<file path="config.mk">
export PLATFORM = sky130hd
export DESIGN_NAME = data_cache
export DESIGN_NICKNAME = d
export VERILOG_FILES = /design/src/rtl/data_cache.sv
export SDC_FILE = /design/constraint.sdc
export NUM_CORES = 1
export LEC_CHECK = 0
export ABC_AREA = 0
export CAP_MARGIN = 20
export CORE_ASPECT_RATIO = 1.75
export CORE_MARGIN = 2
export CORE_UTILIZATION = 40
export CTS_CLUSTER_SIZE = 40
export DETAILED_ROUTE_END_ITERATION = 8
export HOLD_SLACK_MARGIN = 0.02
export PLACE_DENSITY = 0.55
export SLEW_MARGIN = 20
export SYNTH_ARGS = -nofsm -noshare
export SYNTH_HDL_FRONTEND = slang
export SYNTH_SLANG_ARGS = --single-unit
</file>
<file path="constraint.sdc">
create_clock -name CLK -period 18.6 [get_ports CLK]
set_input_delay 5.58 -clock CLK [delete_from_list [all_inputs] [get_ports CLK]]
set_output_delay 5.58 -clock CLK [all_outputs]
set_load 0.005 [all_outputs]
</file>
<file path="src/rtl/data_cache.sv">
// Direct-mapped, write-back data cache: 8-bit CPU load/store port in front of
// a 32-bit block memory. Hits are serviced with zero stall; misses stall the
// CPU, write back a dirty victim if needed, then refill the block.
module data_cache #(
  parameter int unsigned INDEX_BITS = 3
) (
  input  logic        CLK,
  input  logic        RESET,
  input  logic        READ,
  input  logic        WRITE,
  input  logic [7:0]  ADDRESS,
  input  logic [7:0]  WRITEDATA,
  output logic [7:0]  READDATA,
  output logic        BUSYWAIT,
  output logic        MEM_READ,
  output logic        MEM_WRITE,
  output logic [5:0]  MEM_ADDRESS,
  output logic [31:0] MEM_WRITEDATA,
  input  logic [31:0] MEM_READDATA,
  input  logic        MEM_BUSYWAIT
);

  localparam int unsigned TAG_BITS   = 6 - INDEX_BITS;
  localparam int unsigned NUM_BLOCKS = 1 << INDEX_BITS;

  typedef enum logic [1:0] {
    IDLE      = 2'd0,
    WRITEBACK = 2'd1,
    FETCH     = 2'd2,
    UPDATE    = 2'd3
  } state_t;

  state_t state;

  // Storage arrays; data and tags are never cleared, only valid/dirty are.
  logic [31:0]           data_q [NUM_BLOCKS];
  logic [TAG_BITS-1:0]   tag_q  [NUM_BLOCKS];
  logic [NUM_BLOCKS-1:0] valid_q;
  logic [NUM_BLOCKS-1:0] dirty_q;

  // Miss context captured in IDLE so later CPU changes cannot disturb it.
  logic [TAG_BITS-1:0]   req_tag;
  logic [INDEX_BITS-1:0] req_index;

  // Set on entry to a memory-request state so that edge's MEM_BUSYWAIT is ignored.
  logic entry_q;

  logic        mem_read_q;
  logic        mem_write_q;
  logic [5:0]  mem_address_q;
  logic [31:0] mem_writedata_q;

  logic [TAG_BITS-1:0]   addr_tag;
  logic [INDEX_BITS-1:0] addr_index;
  logic [1:0]            addr_offset;
  logic [31:0]           sel_block;
  logic [7:0]            sel_byte;
  logic                  in_idle;
  logic                  access;
  logic                  load;
  logic                  store;
  logic                  hit;
  logic                  miss;
  logic                  store_hit;
  logic                  victim_dirty;
  logic                  fill;
  logic                  mem_done;

  // Address split and lookup.
  assign addr_tag     = ADDRESS[7:2+INDEX_BITS];
  assign addr_index   = ADDRESS[1+INDEX_BITS:2];
  assign addr_offset  = ADDRESS[1:0];
  assign sel_block    = data_q[addr_index];
  assign sel_byte     = sel_block[{addr_offset, 3'b000} +: 8];

  // Simultaneous READ and WRITE is treated as no request at all.
  assign in_idle      = (state == IDLE);
  assign access       = READ ^ WRITE;
  assign load         = READ & ~WRITE;
  assign store        = WRITE & ~READ;
  assign hit          = valid_q[addr_index] && (tag_q[addr_index] == addr_tag);
  assign miss         = access && !hit;
  assign store_hit    = in_idle && store && hit;
  assign victim_dirty = valid_q[addr_index] && dirty_q[addr_index];
  assign fill         = (state == UPDATE);
  assign mem_done     = !entry_q && !MEM_BUSYWAIT;

  // CPU-facing outputs: hits answer combinationally, anything outside IDLE stalls.
  assign BUSYWAIT      = in_idle ? miss : 1'b1;
  assign READDATA      = (in_idle && load && hit) ? sel_byte : 8'h00;

  assign MEM_READ      = mem_read_q;
  assign MEM_WRITE     = mem_write_q;
  assign MEM_ADDRESS   = mem_address_q;
  assign MEM_WRITEDATA = mem_writedata_q;

  // Data and tag arrays: byte writes on store hits, whole-block refill in UPDATE.
  always_ff @(posedge CLK) begin
    if (store_hit) begin
      data_q[addr_index][{addr_offset, 3'b000} +: 8] <= WRITEDATA;
    end
    if (fill) begin
      data_q[req_index] <= MEM_READDATA;
      tag_q[req_index]  <= req_tag;
    end
  end

  // Miss-handling FSM with registered memory-side outputs and valid/dirty bookkeeping.
  always_ff @(posedge CLK or posedge RESET) begin
    if (RESET) begin
      state           <= IDLE;
      valid_q         <= '0;
      dirty_q         <= '0;
      req_tag         <= '0;
      req_index       <= '0;
      entry_q         <= 1'b0;
      mem_read_q      <= 1'b0;
      mem_write_q     <= 1'b0;
      mem_address_q   <= '0;
      mem_writedata_q <= '0;
    end else begin
      case (state)
        IDLE: begin
          if (miss) begin
            req_tag   <= addr_tag;
            req_index <= addr_index;
            entry_q   <= 1'b1;
            if (victim_dirty) begin
              state           <= WRITEBACK;
              mem_write_q     <= 1'b1;
              mem_address_q   <= {tag_q[addr_index], addr_index};
              mem_writedata_q <= sel_block;
            end else begin
              state         <= FETCH;
              mem_read_q    <= 1'b1;
              mem_address_q <= {addr_tag, addr_index};
            end
          end else if (store_hit) begin
            dirty_q[addr_index] <= 1'b1;
          end
        end
        WRITEBACK: begin
          entry_q <= 1'b0;
          if (mem_done) begin
            state           <= FETCH;
            entry_q         <= 1'b1;
            mem_write_q     <= 1'b0;
            mem_writedata_q <= '0;
            mem_read_q      <= 1'b1;
            mem_address_q   <= {req_tag, req_index};
          end
        end
        FETCH: begin
          entry_q <= 1'b0;
          if (mem_done) begin
            state         <= UPDATE;
            mem_read_q    <= 1'b0;
            mem_address_q <= '0;
          end
        end
        UPDATE: begin
          state              <= IDLE;
          valid_q[req_index] <= 1'b1;
          dirty_q[req_index] <= 1'b0;
        end
        default: begin
          state <= IDLE;
        end
      endcase
    end
  end

  // The memory side must never see a read and a write request together.
  assert property (@(posedge CLK) disable iff (RESET) !(MEM_READ && MEM_WRITE));

endmodule

</file>
After elaboration in Yosys (flattened, before gate mapping) --
Memory sizes are Yosys's and may differ from the RTL's. Index checks and enable logic that the tools add are counted.
Word-level totals: register bits 65, bits in writable memories 280, bits of input ports 53, output and inout port bits 49, word-level logic and storage cells 110, memories 2
Cells by class: $add $sub $neg 1, magnitude comparators 4, equal/unequal tests 11, shift-type cells 3, mux-type cells 45, bitwise gates (word level) 9, reduce and logical (&&, ||, !) cells 25
Memories:
- data_q | words 8, width 32, rd ports 1, clocked after memory_dff 0, write ports 1, line 36 | logic [31:0] data_q [NUM_BLOCKS];
- tag_q | words 8, width 3, rd ports 1, clocked after memory_dff 0, write ports 1, line 37 | logic [TAG_BITS-1:0] tag_q [NUM_BLOCKS];
Operators by type and width (number):
- $mux 32 | 6
- $pmux 32 s2 | 1
- $reduce_or 32->1 | 1
- $shift 8x7->32 const A | 1
- $shiftx 32x6->8 | 1
- $shiftx 8x7->32 | 1
- $mux 6 | 4
- $mux 8 | 3
- $pmux 6 s3 | 1
- $mux 1 | 16
- $or 8x8->8 | 2
- $pmux 8 s2 | 1
- $logic_and 1x1->1 | 10
- $and 8x8->8 | 1
- $lt 3x4->1 const B | 2
- $mux 2 | 4
- $ne 2x2->1 const B | 4
- $not 8->8 | 1
- $pmux 2 s4 | 1
- $reduce_and 4->1 | 2
- $neg 5->7 | 1
- $bmux 1 s3 | 2
- $demux 1 s3 | 2
- $ge 3x1->1 const B | 2
- other kinds (17) | 28

Depth between registers and ports, before layout --
Gate-level depths: netlist of the first run.
word-level depth 8, gate-level depth with buffers 12, gate-level depth less buffers 7

Worst setup path after synthesis of the first run --
No wires, ideal clock.
path kind input to output, start point in ADDRESS[3], end point out READDATA[2], data arrival time 7.955 ns, data required time 13.020 ns, path slack 5.065 ns, cell stages on the path 9, path buffers 6, path through buf_2 buf_2 clkbuf_1 buf_1 buf_2 clkbuf_1 o221ai_1 mux4_2 nor2b_1
On the way: cells in the longest elaborated chain, start to end 5, elaborated cells on any way between the ends 9, classes of those cells 1 x eq/ne; 1 x shift; 3 x mux; 2 x reduce/logical; 2 x memory
Ends and longest elaborated chain:
- start: declaration | line 11 | input logic [7:0] ADDRESS,
- branches (longest 4 deep; another with $mem_v2 8x32)
- $mux 8 (*) | line 90 | assign READDATA = (in_idle && load && hit) ? sel_byte : 8'h00;
- end: declaration | line 13 | output logic [7:0] READDATA,
Mark *: on every way between the ends. The select of a mux whose other input is x is not followed.

Final worst setup path of the first run --
start point in ADDRESS[3], end point out READDATA[6]
Same word-level chain as after synthesis.

==> flow_metrics.tcl, run 1 <==
set metrics [dict create \
    status "completed" \
    h-tree-depth 2 \
    diodes 0 \
    postLayoutCellArea_sq_um 17000 \
    ctsResizeCount 0 \
    async_flop_share 0.188 \
    multiInputGateArea_sq_um 4120 \
    tritoncts "yes" \
    grt_usage 0.215 \
    wirelength_um 40200 \
    finalHoldViolCount 0 \
    rsz0062_at_grt "false" \
    initial_utilization 0.404 \
    grt_pass1_wl_um 59800 \
    syn_avg_cell_area_sq_um 15.0 \
    final_cell_mix "280 x edfxtp_1, 98 x clkdlybuf4s50_1, 65 x dfrtp_1, 65 x nor2_1" \
    drive_gt1_frac 0.139 \
    synthCells 966 \
    vias 8905 \
    num-fill-cells 3125 \
    synth_cell_type_count 55 \
    regArea_sq_um 10000 \
    fin_skew_ns 0.0200 \
    clk-insertion-delay-late_ns 0.53 \
    cts_buffers 34 \
    finalSetupTns_ns 0 \
    worst-path-max-fanout 58 \
    r2r_start "tag_q[1][2]" \
    antenna_found_initial 0 \
    die-area_sq_um 37800 \
    drt_iter0_drc 658 \
    dr.pass1.iters 5 \
    grt_overflow 0 \
    ys.warnings.count 0 \
    drtAntennaViolNets 0 \
    cts_setup_buffers 0 \
    p_leak_nw 5.88 \
    place_area_sq_um 15900 \
    cts_hold_buf 0 \
    core-area_sq_um 35800 \
    syn_nets 1030 \
    min-delay-path-class "register to register" \
    layout_commonest_cell "edfxtp_1" \
    p_per_area_nw_per_um2 139 \
    drt-wirelength-per-cell_um 25.9 \
    die_w_um 148 \
    finalSetupViolCount 0 \
    syn_to_final_growth_pct 17.8 \
    gp_congestion 0.817 \
    clkTransAtPathRegs_ns 0.06 \
    cts_root_buf "clkbuf_16" \
    vias_per_cell 5.75 \
    required_ns 13.02 \
    pin_count 102 \
    slew_headroom 0.260 \
    dpl.hpwl_um 28000 \
    synthFlopType "edfxtp_1" \
    fin_crit_ns 15.70 \
    arrival_ns 10.12 \
    max_freq_mhz 63.7 \
    worst_pin_slew_ns 1.11 \
    max_cap_violations 0 \
    cts.sinks 345 \
    holdCritStartpoint "valid_q[7]" \
    io_buffer_count 101 \
    rows 92 \
    crit_type "input port to primary output" \
    finalCritPeriodShare 0.844 \
    synth-seq-area-share 0.694 \
    worstSetupStartpointType "input port" \
    die_y_um 256 \
    syn_area_sq_um 14500 \
    cp-startpoint "ADDRESS[3]" \
    vdd.ir_drop.worst_v 0.0000527 \
    grt_max_degree 66 \
    drc 0 \
    end_kind "primary output" \
    ys_ff_latch 345 \
    clockBufferDepth 3 \
    maxSlewViolCount 0 \
    grt_pass1_vias 9215 \
    fin_nets 1120 \
    synth_edf_count 280 \
]
-- final cells by class --
| type | count | area share |
|---|---|---|
| Timing Repair Buffer | 118 | 0.0663 |
| Tap cell | 470 | 0.0345 |
| Clock buffer | 40 | 0.0525 |
| Inverter | 18 | 0.00397 |
| Multi-Input combinational cell | 539 | 0.242 |
| Sequential cell | 345 | 0.589 |
| Clock inverter | 20 | 0.0117 |
-- worst paths after layout --
| path | endpoint | slack [ns] | cells after the start |
|---|---|---|---|
| setup / recovery | READDATA[6] | 2.90 | 11 |
| hold / removal | valid_q[7] | 0.48 | 1 |
| setup reg to reg | data_q[5][16] | 14.34 | 7 |
| hold reg to reg | valid_q[7] | 0.48 | 1 |
| max in group asynchronous | valid_q[3] | 12.37 | 3 |
| min in group asynchronous | MEM_WRITE | 5.63 | 3 |
-- worst max-delay path: stages --
cell and delay (ns):
buf_4 0.30, buf_4 0.76, nor2b_2 0.27, buf_4 0.37, a221oi_1 0.15, o22ai_1 0.45, o21ai_1 0.26, nor2_1 0.67
nand3_1 0.49, nor2b_1 0.24, clkdlybuf4s50_1 0.52
-- metrics by stage --
stage	util	cells	hold WS (ns)	total power [mW]	setup slack, ns
after floorplan	-	966	0.428	1.44	5.06
after global routing	0.476	1550	0.484	2.46	2.48
after detailed placement	0.445	1490	0.453	1.69	2.87
after global placement	0.445	1490	0.445	1.69	2.93
after CTS	0.476	1550	0.471	2.38	2.85
final	0.476	1550	0.476	2.36	2.90
-- Yosys cell counts (2+ instances only) --
master,instances,area [sq um]
a22o_1,57,499
and3_1,3,18.8
nor4_1,3,18.8
clkbuf_1,46,173
o221ai_1,6,52.6
a41oi_1,4,35.0
inv_1,17,63.8
or2_2,3,18.8
o211ai_1,2,15.0
nor3b_1,2,15.0
o31ai_1,6,45.0
mux2i_1,41,410
nor2b_1,9,56.3
dfrtp_1,65,1630
a211oi_1,3,22.5
nand2_1,39,146
and2_1,2,12.5
o32ai_1,3,26.3
a21oi_1,32,160
nor4b_1,3,26.3
edfxtp_1,280,8410
nand3_1,12,60.1
nand4_1,2,12.5
a221oi_1,39,342
a21boi_0,2,15.0
nand2b_1,11,68.8
buf_2,9,45.0
ha_1,11,138
nor2_1,66,248
o22ai_1,27,169
o2bb2ai_1,8,70.1
or3_1,2,12.5
mux2_2,57,642
o21ai_0,36,180
buf_1,8,30.0
a22oi_1,20,150
mux4_2,12,270
-- state kept, by name, summed over array words and instances (netlist names) --
signal / cells
MEM_WRITEDATA: 32
req_tag: 3
MEM_ADDRESS: 6
MEM_READ: 1
tag_q: 24
entry_q: 1
req_index: 3
MEM_WRITE: 1
valid_q: 8
data_q: 256
state: 2
dirty_q: 8
-- power by group --
part	total [mW]	internal [mW]	switching [mW]
clock	0.683	0.390	0.293
combinational	0.566	0.219	0.348
sequential	1.11	1.04	0.0681
-- routing by layer --
metal / global-route usage / wire length (um)
met1: 0.258 / 15700
met3: 0.0273 / 1780
met4: 0.0839 / 1540
met5: 0 / 0
met2: 0.389 / 21200
-- kinds of logic after synthesis --
family	Yosys count	synth area share
adder cells (fa/ha/maj)	11	0.00952
AND/OR/NAND/NOR	163	0.0530
buffers and inverters	82	0.0226
multiplexers	110	0.0914
flip-flops	345	0.694
AO/OA/AOI/OAI	255	0.130
(Power assumes the default switching activity.)
==> inputs of run 2 (changes only) <==
==> constraint.sdc (replaced) <==
create_clock -name CLK -period 16 [get_ports CLK]
set_input_delay 4.8 -clock CLK [delete_from_list [all_inputs] [get_ports CLK]]
set_output_delay 4.8 -clock CLK [all_outputs]
set_load 0.005 [all_outputs]
==> run 2 against run 1 <==
Hold slack got worse by 0.013 ns. Count of clock-buffer cells in the layout increased by 4. Clock skew decreased by 0.0059 ns. Cell area decreased by 0.11%. Combinational power increased by 17%. Non-clock buffer count unchanged. Wire length increased by 1.2%. Total power increased by 16%. Clock power increased by 15%. Utilization decreased by 0.052 points. First-iteration DRC count increased by 5.6%. Sequential share of layout area increased by 0.065 points.
==> flow_metrics.tcl, run 2 (synthesis gave the netlist of run 1 again) <==
set metrics [dict create \
    top_register "data_q" \
    cpMostUsedCell "buf_4" \
    cts_hold_buf 0 \
    cts_setup_buffers 0 \
    finalSetupViolCount 0 \
    grt_overflow 0 \
    vdd.ir_drop.worst_v 0.0000719 \
    ctsResizeCount 0 \
    die_y_um 256 \
    top_layer "met4" \
    drt-wirelength-per-cell_um 26.3 \
    clkTransAtPathRegs_ns 0.06 \
    fin_nets 1120 \
    rsz0062_at_grt "false" \
    initial_utilization 0.404 \
    r2r_slack_ns 12.25 \
    dr.pass1.iters 5 \
    cts_root_buf "clkbuf_16" \
    layout_commonest_cell "edfxtp_1" \
    core-area_sq_um 35800 \
    status "completed" \
    grt_max_degree 66 \
    wirelength_um 40700 \
    p_per_area_nw_per_um2 161 \
    grt_pass1_wl_um 59900 \
    pwr-share-comb 0.242 \
    die-area_sq_um 37800 \
    route.met2.wl_um 22100 \
    finalCritPeriodShare 0.848 \
    clockBufferDepth 3 \
    netSwitchingPower_mw 0.822 \
    cts.sinks 345 \
    drc 0 \
    place_ws_ns 2.26 \
    cp_slowest_stage_delay_ns 0.65 \
    io_buffer_count 101 \
    swShare 0.300 \
    setup_ws_ns 2.43 \
    min-delay-path-class "register to register" \
    routed-wl-met3_um 2030 \
    cp_top_family "buffers and inverters" \
    worst-path-max-fanout 54 \
    pin_count 102 \
    clk-insertion-delay-late_ns 0.53 \
    crit_path_top_delay_cell "buf_4" \
    diodes 0 \
    largest_reg_flops 256 \
    cp_cell_sequence "buf_4, buf_4, mux4_2, and3_1, or4_4, nor2_1, buf_4, nand3_1, nor2b_1, clkdlybuf4s50_1" \
    fin_cells 1549 \
    final_util 0.475 \
    drive_gt1_frac 0.133 \
    clkPwrFrac 0.287 \
    vias_per_cell 5.85 \
    wl_met1_um 15300 \
    drt_iter0_drc 695 \
    place_inst 1490 \
    p_seq_frac 0.471 \
    fin_crit_ns 13.57 \
    worst_pin_slew_ns 1.07 \
    p_leak_nw 5.88 \
    gp_congestion 0.831 \
    h-tree-depth 2 \
    crit_type "input port to primary output" \
    finalHoldViolCount 0 \
    required_ns 11.20 \
    maxSlewViolCount 0 \
    p_int_mw 1.92 \
    finalSetupTns_ns 0 \
    max_cap_violations 0 \
    cp_num_buf_inv 4 \
    final_cell_mix "280 x edfxtp_1, 98 x clkdlybuf4s50_1, 65 x dfrtp_1, 65 x nor2_1" \
    drtAntennaViolNets 0 \
    antenna_found_initial 0 \
    end_kind "primary output" \
    rows 92 \
    slew_headroom 0.283 \
    grt_pass1_vias 9086 \
    postLayoutCellArea_sq_um 17000 \
    fin_skew_ns 0.0141 \
    arrival_ns 8.77 \
    place_area_sq_um 15900 \
    vias 9059 \
    cts_buffers 34 \
    worstSetupStartpointType "input port" \
    max_freq_mhz 73.7 \
    syn_to_final_growth_pct 17.6 \
    die_w_um 148 \
    dpl.hpwl_um 28900 \
    tritoncts "yes" \
    grt_usage 0.216 \
]
[run 2: layout make-up]
| type | instances | area, sq um |
|---|---|---|
| fillers | 3140 | 18800 |
| inverters | 18 | 67.6 |
| repair buffers | 118 | 1130 |
| clock buffers | 44 | 952 |
| well taps | 470 | 588 |
| multi-input cells | 539 | 4130 |
| clock inverters | 15 | 116 |
| flip-flops and latches | 345 | 10000 |
[run 2: final timing paths]
path	startpoint	to	cells after the start
min reg2reg	valid_q[3]	valid_q[3]	1
min	valid_q[3]	valid_q[3]	1
max reg2reg	tag_q[1][2]	data_q[7][16]	8
max in group asynchronous	RESET	valid_q[2]	3
min in group asynchronous	RESET	MEM_WRITE	3
max	ADDRESS[2]	READDATA[3]	10
[run 2: power by group through the flow]
stage / clock network (mW) / logic, mW / registers [mW]
after floorplan: 0 / 0.394 / 1.28
after global placement: 0 / 0.659 / 1.31
after detailed placement: 0 / 0.666 / 1.31
after CTS: 0.796 / 0.667 / 1.29
after global routing: 0.830 / 0.714 / 1.30
final: 0.785 / 0.664 / 1.29
[run 2: through the flow]
stage | power, mW | hold WS [ns]
6_report | 2.74 | 0.462
5_1_grt | 2.85 | 0.484
4_1_cts | 2.75 | 0.465
3_5_place_dp | 1.97 | 0.448
3_3_place_gp | 1.96 | 0.445
2_1_floorplan | 1.67 | 0.428
[run 2: per-layer routing]
| layer | global-route usage | up-vias |
|---|---|---|
| li1 | - | 4009 |
| met1 | 0.253 | 4647 |
| met2 | 0.402 | 331 |
| met3 | 0.0269 | 72 |
| met4 | 0.0761 | 0 |
| met5 | 0 | - |
[run 2: worst reg2reg max path, cell delays in order, from the launching register on]
cell and delay (ns):
edfxtp_1 0.36, mux2i_1 0.07, mux4_2 0.53, and3_1 0.18, or4_4 0.56, nor2_1 0.13
buf_4 0.22, a41oi_1 0.39, nor2_1 0.91
==> inputs of run 3 (changes only) <==
==> constraint.sdc (replaced) <==
create_clock -name CLK -period 13.6 [get_ports CLK]
set_input_delay 4.08 -clock CLK [delete_from_list [all_inputs] [get_ports CLK]]
set_output_delay 4.08 -clock CLK [all_outputs]
set_load 0.005 [all_outputs]
==> run 3 against run 2 <==
Non-clock buffer count up 3. First-iteration DRC count down 0.43%. Global-route usage up 0.31 points. Register-to-register slack worse by 2.3 ns. Clock skew up 0.0097 ns. Total power up 17%. Highest routed layer unchanged.
==> flow_metrics.tcl, run 3 (synthesis gave the netlist of run 1 again) <==
set metrics [dict create \
    finalSetupTns_ns 0 \
    finalSetupViolCount 0 \
    cts_hold_buf 0 \
    io_buffer_count 101 \
    antenna_found_initial 0 \
    p_per_area_nw_per_um2 188 \
    max_cap_violations 0 \
    maxSlewViolCount 0 \
    top_register "data_q" \
    clockBufferDepth 3 \
    cts.sinks 345 \
    min_delay_worst_endpoint "valid_q[7]" \
    syn_to_final_growth_pct 17.7 \
    die_w_um 148 \
    crit_path_top_delay_cell "nor2_1" \
    fin_cells 1551 \
    dr.pass1.iters 5 \
    num-fill-cells 3091 \
    rows 92 \
    finalHoldViolCount 0 \
    setup_ws_ns 1.71 \
    slew_headroom 0.239 \
    status "completed" \
    vias_per_cell 5.83 \
    cp_top_family "buffers and inverters" \
    grt_pass1_wl_um 60700 \
    grt_pass1_vias 9176 \
    layout_commonest_cell "edfxtp_1" \
    worst-path-max-fanout 19 \
    min-delay-path-class "register to register" \
    cp_cell_sequence "buf_2, inv_1, buf_4, nor2_1, a21oi_1, o221ai_1, mux4_2, nor2b_1, clkdlybuf4s50_1" \
    whs_ns 0.462 \
    drt_iter0_drc 692 \
    r2r_start "tag_q[5][2]" \
    grt_max_degree 66 \
    required_ns 9.52 \
    drive_gt1_frac 0.144 \
    drt-wirelength-per-cell_um 26.6 \
    regArea_sq_um 10000 \
    pin_count 102 \
    diodes 0 \
    r2r_slack_ns 9.93 \
    cts_root_buf "clkbuf_16" \
    rsz0062_at_grt "false" \
    r2r-end "data_q[5][2]" \
    clk-insertion-delay-late_ns 0.58 \
    cp_num_buf_inv 4 \
    die-area_sq_um 37800 \
    h-tree-depth 1 \
    max_freq_mhz 84.1 \
    arrival_ns 7.81 \
    clkTransAtPathRegs_ns 0.06 \
    total_power_mw 3.20 \
    multiInputGateArea_sq_um 4130 \
    final_cell_mix "280 x edfxtp_1, 98 x clkdlybuf4s50_1, 66 x nor2_1" \
    ff2ff_path_depth 8 \
    fin_nets 1120 \
    cts_setup_buffers 0 \
    wirelength_um 41300 \
    dpl.hpwl_um 29100 \
    largest_reg_flops 256 \
    whs_path_depth 1 \
    worstSetupStartpointType "input port" \
    tritoncts "yes" \
    p_leak_nw 5.89 \
    cp-startpoint "ADDRESS[4]" \
    finalCritPeriodShare 0.874 \
    place_inst 1493 \
    ctsResizeCount 0 \
    grt_usage 0.219 \
    die_y_um 256 \
    fin_crit_ns 11.89 \
    grt_overflow 0 \
    drtAntennaViolNets 0 \
    worst_pin_slew_ns 1.14 \
    end_kind "primary output" \
    crit_type "input port to primary output" \
    holdCritStartpoint "valid_q[7]" \
    cts_buffers 31 \
    vdd.ir_drop.worst_v 0.0000902 \
    drc 0 \
    fin_skew_ns 0.0238 \
    vias 9046 \
    initial_utilization 0.404 \
    place_ws_ns 1.75 \
    cp_slowest_stage_delay_ns 0.86 \
    core-area_sq_um 35800 \
    gp_congestion 0.825 \
]
run 3: cell count changes in the layout (fill, tap and decap cells not counted), sizes merged:
cell      previous run  this run
inv                 18        22
clkinvlp             1         3
buf                 20        23
clkbuf              44        39
clkinv              12        10
run 3: cell type report:
cell class | instances | share of cell area
clock buffer | 39 | 0.0522
timing repair buffer | 121 | 0.0676
tap | 470 | 0.0345
sequential | 345 | 0.589
clock inverter | 19 | 0.00977
inverter | 18 | 0.00397
multi-input combinational | 539 | 0.243
run 3: per-layer routing:
metal | routed length, um | track usage | vias up
li1 | - | - | 4009
met1 | 15300 | 0.257 | 4643
met2 | 21900 | 0.395 | 321
met3 | 2210 | 0.0317 | 73
met4 | 1890 | 0.0948 | 0
met5 | 0 | 0 | -
run 3: power breakdown:
| group | internal (mW) | switching, mW | total, mW |
|---|---|---|---|
| clock network | 0.504 | 0.400 | 0.903 |
| logic | 0.302 | 0.480 | 0.782 |
| registers | 1.42 | 0.0944 | 1.52 |
run 3: metrics by stage:
step	utilization	instance area (sq um)
after detailed placement	0.446	16000
after CTS	0.475	17000
after global routing	0.476	17000
final	0.476	17000
after floorplan	-	14500
after global placement	0.446	16000
run 3: worst max path at each step:
| stage | end | slack (ns) | depth (start not counted) |
|---|---|---|---|
| after floorplan | READDATA[2] | 3.06 | 9 |
| after global placement | READDATA[2] | 1.71 | 9 |
| after detailed placement | READDATA[2] | 1.75 | 9 |
| after CTS | READDATA[2] | 1.74 | 9 |
| after global routing | READDATA[2] | 1.64 | 9 |
| final | READDATA[2] | 1.71 | 9 |
